### config.mk
export PLATFORM = sky130hd
export DESIGN_NAME = rx_sipo_frame_flat
export DESIGN_NICKNAME = d
export VERILOG_FILES = /design/src/rtl/rx_sipo_frame_if.sv /design/src/rtl/rx_sipo_frame.sv /design/src/flat_wrapper.sv
export SDC_FILE = /design/constraint.sdc
export NUM_CORES = 1
export LEC_CHECK = 0
export ABC_AREA = 1
export BUFFER_PORTS_ARGS = -buffer_cell sky130_fd_sc_hd__buf_4
export CORE_UTILIZATION = 44
export CTS_CLUSTER_SIZE = 20
export DETAILED_ROUTE_END_ITERATION = 8
export PLACE_DENSITY = 0.68
export SLEW_MARGIN = 20
export SYNTH_ARGS = -nofsm -noshare
export SYNTH_HDL_FRONTEND = slang
export SYNTH_SLANG_ARGS = --single-unit
### constraint.sdc
create_clock -name rx_clk -period 2.1 [get_ports rx_clk]
set_clock_uncertainty 0.2 [all_clocks]
set_input_delay 0.315 -clock rx_clk [delete_from_list [all_inputs] [get_ports rx_clk]]
set_output_delay 0.315 -clock rx_clk [all_outputs]
set_load 0.02 [all_outputs]
### src/rtl/rx_sipo_frame_if.sv
// rtl/rx_sipo_frame_if.sv - bit-sampler / consumer bus for the receive deserialiser
//
// Carries the bit stream, frame configuration, and output word handshake.
//   shift, serial_in       : sampled bit from the receive bit-sampling control
//   clear                  : synchronous frame abort
//   data_bits, parity_mode : frame configuration, sampled at frame start
//   data_ack               : consumer accepts the held word
//   parallel_out           : last completed word, right-aligned
//   data_valid             : held word not yet acknowledged
//   parity_err             : parity mismatch on the held word
//   overrun                : sticky, a frame completed over an unacknowledged word
//   busy                   : a frame is in progress
// Modports: master = stimulus/consumer side, slave = deserialiser.
interface rx_sipo_frame_if #(
  parameter int DATA_WIDTH = 8
);
  logic                  shift;
  logic                  serial_in;
  logic                  clear;
  logic [3:0]            data_bits;
  logic [1:0]            parity_mode;
  logic                  data_ack;
  logic [DATA_WIDTH-1:0] parallel_out;
  logic                  data_valid;
  logic                  parity_err;
  logic                  overrun;
  logic                  busy;

  modport master (
    output shift, serial_in, clear, data_bits, parity_mode, data_ack,
    input  parallel_out, data_valid, parity_err, overrun, busy
  );

  modport slave (
    input  shift, serial_in, clear, data_bits, parity_mode, data_ack,
    output parallel_out, data_valid, parity_err, overrun, busy
  );
endinterface

### src/rtl/rx_sipo_frame.sv
// rtl/rx_sipo_frame.sv - parametrised UART receive serial-to-parallel deserialiser
//
// Assembles 1..DATA_WIDTH data bits (LSB- or MSB-first) into a right-aligned
// word, optionally checks even/odd parity, and holds the result under a
// valid/ack handshake with sticky overrun detection.
// Ports:
//   rx_clk : sole clock, rising edge
//   rst    : synchronous active-high reset
//   bus    : rx_sipo_frame_if slave modport (bit stream, config, word handshake)
module rx_sipo_frame #(
  parameter int DATA_WIDTH = 8,
  parameter bit LSB_FIRST  = 1'b1
) (
  input  logic           rx_clk,
  input  logic           rst,
  rx_sipo_frame_if.slave bus
);

  localparam logic [3:0] WIDTH4 = 4'(DATA_WIDTH);
  localparam logic [1:0] PAR_EVEN = 2'b01;
  localparam logic [1:0] PAR_ODD  = 2'b10;

  typedef enum logic [1:0] {
    S_IDLE,
    S_DATA,
    S_PARITY
  } state_t;

  state_t state, state_n;

  logic [3:0]            count;
  logic [3:0]            n_lat;
  logic [1:0]            par_lat;
  logic [DATA_WIDTH-1:0] shreg;

  logic [DATA_WIDTH-1:0] out_q;
  logic                  valid_q;
  logic                  perr_q;
  logic                  ovr_q;

  // Per-cycle view of the frame: in IDLE the frame would start now, so the
  // live configuration inputs apply; afterwards the latched copies do.
  logic [3:0]            n_start;
  logic [3:0]            cur_n;
  logic [3:0]            cur_cnt;
  logic [1:0]            cur_par;
  logic [3:0]            bit_idx;
  logic                  par_en;
  logic                  last_bit;
  logic [DATA_WIDTH-1:0] word_new;
  logic [DATA_WIDTH-1:0] word_out;
  logic                  par_bad;
  logic                  err_n;

  logic start;
  logic store;
  logic complete;

  always_comb begin
    if (bus.data_bits == 4'd0 || bus.data_bits > WIDTH4) begin
      n_start = WIDTH4;
    end else begin
      n_start = bus.data_bits;
    end
  end

  assign cur_n    = (state == S_IDLE) ? n_start         : n_lat;
  assign cur_par  = (state == S_IDLE) ? bus.parity_mode : par_lat;
  assign cur_cnt  = (state == S_IDLE) ? 4'd0            : count;
  assign par_en   = (cur_par == PAR_EVEN) || (cur_par == PAR_ODD);
  assign last_bit = ((cur_cnt + 4'd1) == cur_n);
  assign bit_idx  = LSB_FIRST ? cur_cnt : (cur_n - 4'd1 - cur_cnt);

  // Start from an empty register on frame start so bits from an earlier or
  // aborted frame can never appear in the new word. Only indices below N are
  // ever written, which keeps the unused high bits at 0.
  always_comb begin
    word_new = start ? '0 : shreg;
    for (int i = 0; i < DATA_WIDTH; i++) begin
      if (store && bit_idx == i[3:0]) begin
        word_new[i] = bus.serial_in;
      end
    end
  end

  assign par_bad  = (^shreg) ^ bus.serial_in;
  assign err_n    = (state == S_PARITY) ? ((cur_par == PAR_EVEN) ? par_bad : ~par_bad) : 1'b0;
  assign word_out = (state == S_PARITY) ? shreg : word_new;

  always_ff @(posedge rx_clk) begin
    if (rst) begin
      state <= S_IDLE;
    end else begin
      state <= state_n;
    end
  end

  always_comb begin
    state_n  = state;
    start    = 1'b0;
    store    = 1'b0;
    complete = 1'b0;
    if (bus.clear) begin
      // Abort wins over a coincident shift; the bit is dropped.
      state_n = S_IDLE;
    end else if (bus.shift) begin
      unique case (state)
        S_IDLE, S_DATA: begin
          start = (state == S_IDLE);
          store = 1'b1;
          if (!last_bit) begin
            state_n = S_DATA;
          end else if (par_en) begin
            state_n = S_PARITY;
          end else begin
            state_n  = S_IDLE;
            complete = 1'b1;
          end
        end
        S_PARITY: begin
          state_n  = S_IDLE;
          complete = 1'b1;
        end
        default: state_n = S_IDLE;
      endcase
    end
  end

  always_ff @(posedge rx_clk) begin
    if (rst) begin
      count   <= 4'd0;
      n_lat   <= 4'd0;
      par_lat <= 2'b00;
      shreg   <= '0;
      out_q   <= '0;
      valid_q <= 1'b0;
      perr_q  <= 1'b0;
      ovr_q   <= 1'b0;
    end else begin
      if (bus.clear) begin
        count <= 4'd0;
      end else if (bus.shift) begin
        if (start) begin
          n_lat   <= n_start;
          par_lat <= bus.parity_mode;
        end
        if (complete) begin
          count <= 4'd0;
        end else if (start) begin
          count <= 4'd1;
        end else if (state == S_DATA) begin
          count <= count + 4'd1;
        end
        if (store) begin
          shreg <= word_new;
        end
      end

      // Handshake is independent of clear: a consumer ack still lands.
      if (complete) begin
        out_q   <= word_out;
        perr_q  <= err_n;
        valid_q <= 1'b1;
      end else if (bus.data_ack) begin
        valid_q <= 1'b0;
      end

      if (bus.clear) begin
        ovr_q <= 1'b0;
      end else if (complete && valid_q && !bus.data_ack) begin
        ovr_q <= 1'b1;
      end
    end
  end

  assign bus.parallel_out = out_q;
  assign bus.data_valid   = valid_q;
  assign bus.parity_err   = perr_q;
  assign bus.overrun      = ovr_q;
  assign bus.busy         = (state != S_IDLE);

endmodule

### src/flat_wrapper.sv
// flat-port wrapper written by rule: the top's interface ports become plain ports
module rx_sipo_frame_flat 
#(
  parameter int DATA_WIDTH = 8,
  parameter bit LSB_FIRST  = 1'b1
)
  (rx_clk, rst, bus_shift, bus_serial_in, bus_clear, bus_data_bits, bus_parity_mode, bus_data_ack, bus_parallel_out, bus_data_valid, bus_parity_err, bus_overrun, bus_busy);
  rx_sipo_frame_if #(.DATA_WIDTH(DATA_WIDTH)) bus_i ();
  input  logic rx_clk;
  input  logic rst;
  input wire logic [$bits(bus_i.shift)-1:0] bus_shift;
  input wire logic [$bits(bus_i.serial_in)-1:0] bus_serial_in;
  input wire logic [$bits(bus_i.clear)-1:0] bus_clear;
  input wire logic [$bits(bus_i.data_bits)-1:0] bus_data_bits;
  input wire logic [$bits(bus_i.parity_mode)-1:0] bus_parity_mode;
  input wire logic [$bits(bus_i.data_ack)-1:0] bus_data_ack;
  output wire logic [$bits(bus_i.parallel_out)-1:0] bus_parallel_out;
  output wire logic [$bits(bus_i.data_valid)-1:0] bus_data_valid;
  output wire logic [$bits(bus_i.parity_err)-1:0] bus_parity_err;
  output wire logic [$bits(bus_i.overrun)-1:0] bus_overrun;
  output wire logic [$bits(bus_i.busy)-1:0] bus_busy;
  assign bus_i.shift = bus_shift;
  assign bus_i.serial_in = bus_serial_in;
  assign bus_i.clear = bus_clear;
  assign bus_i.data_bits = bus_data_bits;
  assign bus_i.parity_mode = bus_parity_mode;
  assign bus_i.data_ack = bus_data_ack;
  assign bus_parallel_out = bus_i.parallel_out;
  assign bus_data_valid = bus_i.data_valid;
  assign bus_parity_err = bus_i.parity_err;
  assign bus_overrun = bus_i.overrun;
  assign bus_busy = bus_i.busy;
  rx_sipo_frame #(.DATA_WIDTH(DATA_WIDTH), .LSB_FIRST(LSB_FIRST)) u_core (.rx_clk(rx_clk), .rst(rst), .bus(bus_i));
endmodule
==> reports/results.txt <==
Gate count of the mapped netlist = 266
Tightest Pin Transition = 476.5 ps
Worst slew margin = 67.90%
Global placement routability congestion = 0.8755
Cell area after layout = 2335 sq um
CTS sink cnt = 31
Hold Path Stages = 3
Post-synth ARST share = 0%
Io pins = 24
CTS tree = built
Share of cells above drive strength 1 = 29.13%
Top FF cell, synth = dfxtp_1
Total wire length = 4.406 mm
Status = completed
Critical path class = flip-flop to flip-flop
EDFF count, synth = 0
FILL cells = 353
Internal reg-to-reg setup slack = 20 ps
#FFs+latches synth = 31
Area growth, synth to finish = 33.57%
CP required = 2130 ps
YS warnings = 0
Reg-to-Reg End = u_core.bus.parallel_out[1]
Synth Area per Inst = 6.571 sq um
Max-slew violations = 0
Synth top area share = 35.50%
Max VDD drop = 0.0004738 V
Avg Vias per Cell = 4.885
Total CTS buffers = 5
Root buffer cell = clkbuf_8
Synth area leader = dfxtp_1
Post-DP HPWL = 3.142 mm
Skew-Pair Late Insertion Delay = 290 ps
Critical path fanouts, max = 8
LEAKAGE = 1.106 nW
Hold Path Class = input port to flip-flop
Fin nets = 326
MaxCap Viol Count = 0
DRT antenna net count = 0
Core ar. = 3744 sq um
Tmin final = 2083 ps
Worst R2R Start = u_core.state[0]
Worst Setup End Kind = flip-flop
Critical path arrival = 2110 ps
Final setup viols = 0
Period Utilization, post-route = 99.18%
WL per Instance = 12.34 um
Fin util = 62.37%
Rows = 22
Pre-antenna DRT Iters = 4
Total power = 1.323 mW
Cell Area, Placed = 2068 sq um
Post-synth top cells = nand2_1, nor2_1, inv_1, dfxtp_1, o21ai_0
DRC viols = 0
# diodes = 0
Storage cell area = 623.1 sq um
Pin count of the biggest net entering global routing = 21
Clock H-tree levels = 2
CTS Hold Buffers Added = 0
Die area = 4229 sq um
Die Wd = 65.03 um
CP Launch Type = flip-flop
Pwr dens = 566.5 nW/um^2
RSZ-0062 raised after global routing = true
Post-synth net total = 284
Hold Startpoint = bus_shift
Starting DRT DRC Count = 100
Area contributors post-synth = dfxtp_1, nand2_1, nor2_1
Syn Std Cell Area = 1748 sq um
Yosys cell types = 27
Vias in the first global route = 1578
Hold EP = u_core.count[3]
Starting density of the core = 46.69%
Antenna violations before repair = 0
Die H = 65.03 um
GRT Overall Usage = 22.26%
Number of cells on the worst reg-to-reg path = 10
Final hold viol count = 0
Multi-input gate area = 1072 sq um
First-pass GRT wire length = 7.120 mm
CTS Buffer Depth = 2
Via count = 1744
Congestion Overflow GR = 0
Register area share after synthesis = 35.50%
Max Clock Freq = 480.1 MHz
Top-count cell post-synth = nand2_1
Reg clk slew, reported paths = 70 ps
Port bufs = 23
-- cells by family (layout without fill, tap and decap cells) --
kind of cell	count (synthesis)	count (layout)	synth area share [%]
buffers and inverters	49	92	11.02
flip-flops	31	31	35.50
XOR/XNOR	6	6	3.006
AO/OA/AOI/OAI	45	45	14.53
AND/OR/NAND/NOR	129	129	31.64
adder cells (fa/ha/maj)	6	6	4.295
-- area by class of cell --
cell class | count | area share [%]
clock inverters | 3 | 0.8574
inverters | 44 | 7.503
repair buffers | 40 | 13.50
multi-input cells | 186 | 45.93
clock buffers | 5 | 2.947
flip-flops and latches | 31 | 26.69
well taps | 48 | 2.572
-- critical path: stages (launching register included) --
cell,delay [ps]
dfxtp_2,360
nor2_4,70
nor2_4,130
inv_1,80
ha_1,330
xnor2_2,260
nand4_4,160
nand2_4,130
buf_8,130
o21bai_1,80
nor2_1,90
-- per-layer routing --
metal  share of wire, %  wire length (um)  track usage [%]  vias up
met5                  0                 0                0        -
met4                1.9                82            8.152        0
met3                5.2               227            4.225        9
met2                 44              1948            33.72       39
met1                 49              2146            31.08      782
li1                   -                 -                -      914
-- worst max-delay path by stage --
stage                                from                          to  slack, ps
final                     u_core.state[0]  u_core.bus.parallel_out[1]         20
after detailed placement  u_core.state[1]  u_core.bus.parallel_out[5]       -0.4
after floorplan           u_core.count[0]  u_core.bus.parallel_out[0]         30
after CTS                 u_core.state[1]  u_core.bus.parallel_out[0]         20
after global placement    u_core.state[0]  u_core.bus.parallel_out[6]         40
after global routing      u_core.count[0]  u_core.bus.parallel_out[1]        -80
-- sequential cells by signal, summed over array words and instances, names as in the netlist --
register	flops
u_core.bus.parallel_out	8
u_core.bus.parity_err	1
u_core.n_lat	4
u_core.par_lat	2
u_core.count	4
u_core.bus.overrun	1
u_core.bus.data_valid	1
u_core.state	2
u_core.shreg	8
-- repair_timing --
action,CTS,global route
pin swaps,0,19
gates resized for setup,1,47
endpoints found under the setup margin,6,16
setup buffers,0,2
-- layout by cell type, fill, tap and decap left out, types with 4 or more instances in the layout --
cell type and instances:
inv_4 4, nand2_1 47, nor2_1 37, nor2_2 6
buf_4 37, o21bai_1 7, a21oi_1 8, o21ai_1 4
o21ai_0 18, nand2_2 6, xor2_1 4, ha_1 4
inv_2 4, inv_1 36, clkbuf_8 5, nor2_4 5
nand3_1 17, dfxtp_1 29
-- metrics by stage --
stage	hold slack [ps]	instances	setup WS, ps	TNS [ps]
after CTS	114.7	355	24.84	0
after detailed placement	247.0	347	-0.4067	-0.4067
after global routing	125.6	357	-78.86	-596.9
after floorplan	224.3	266	32.48	0
final	116.9	357	17.24	0
after global placement	239.1	347	39.28	0
-- power breakdown --
group          internal [mW]  switching (mW)  total [mW]
sequential             0.606          0.0126       0.619
combinational         0.0961           0.133       0.229
clock                  0.230           0.244       0.475
total                  0.933           0.390        1.32
Power figures use the tool's default switching activity.
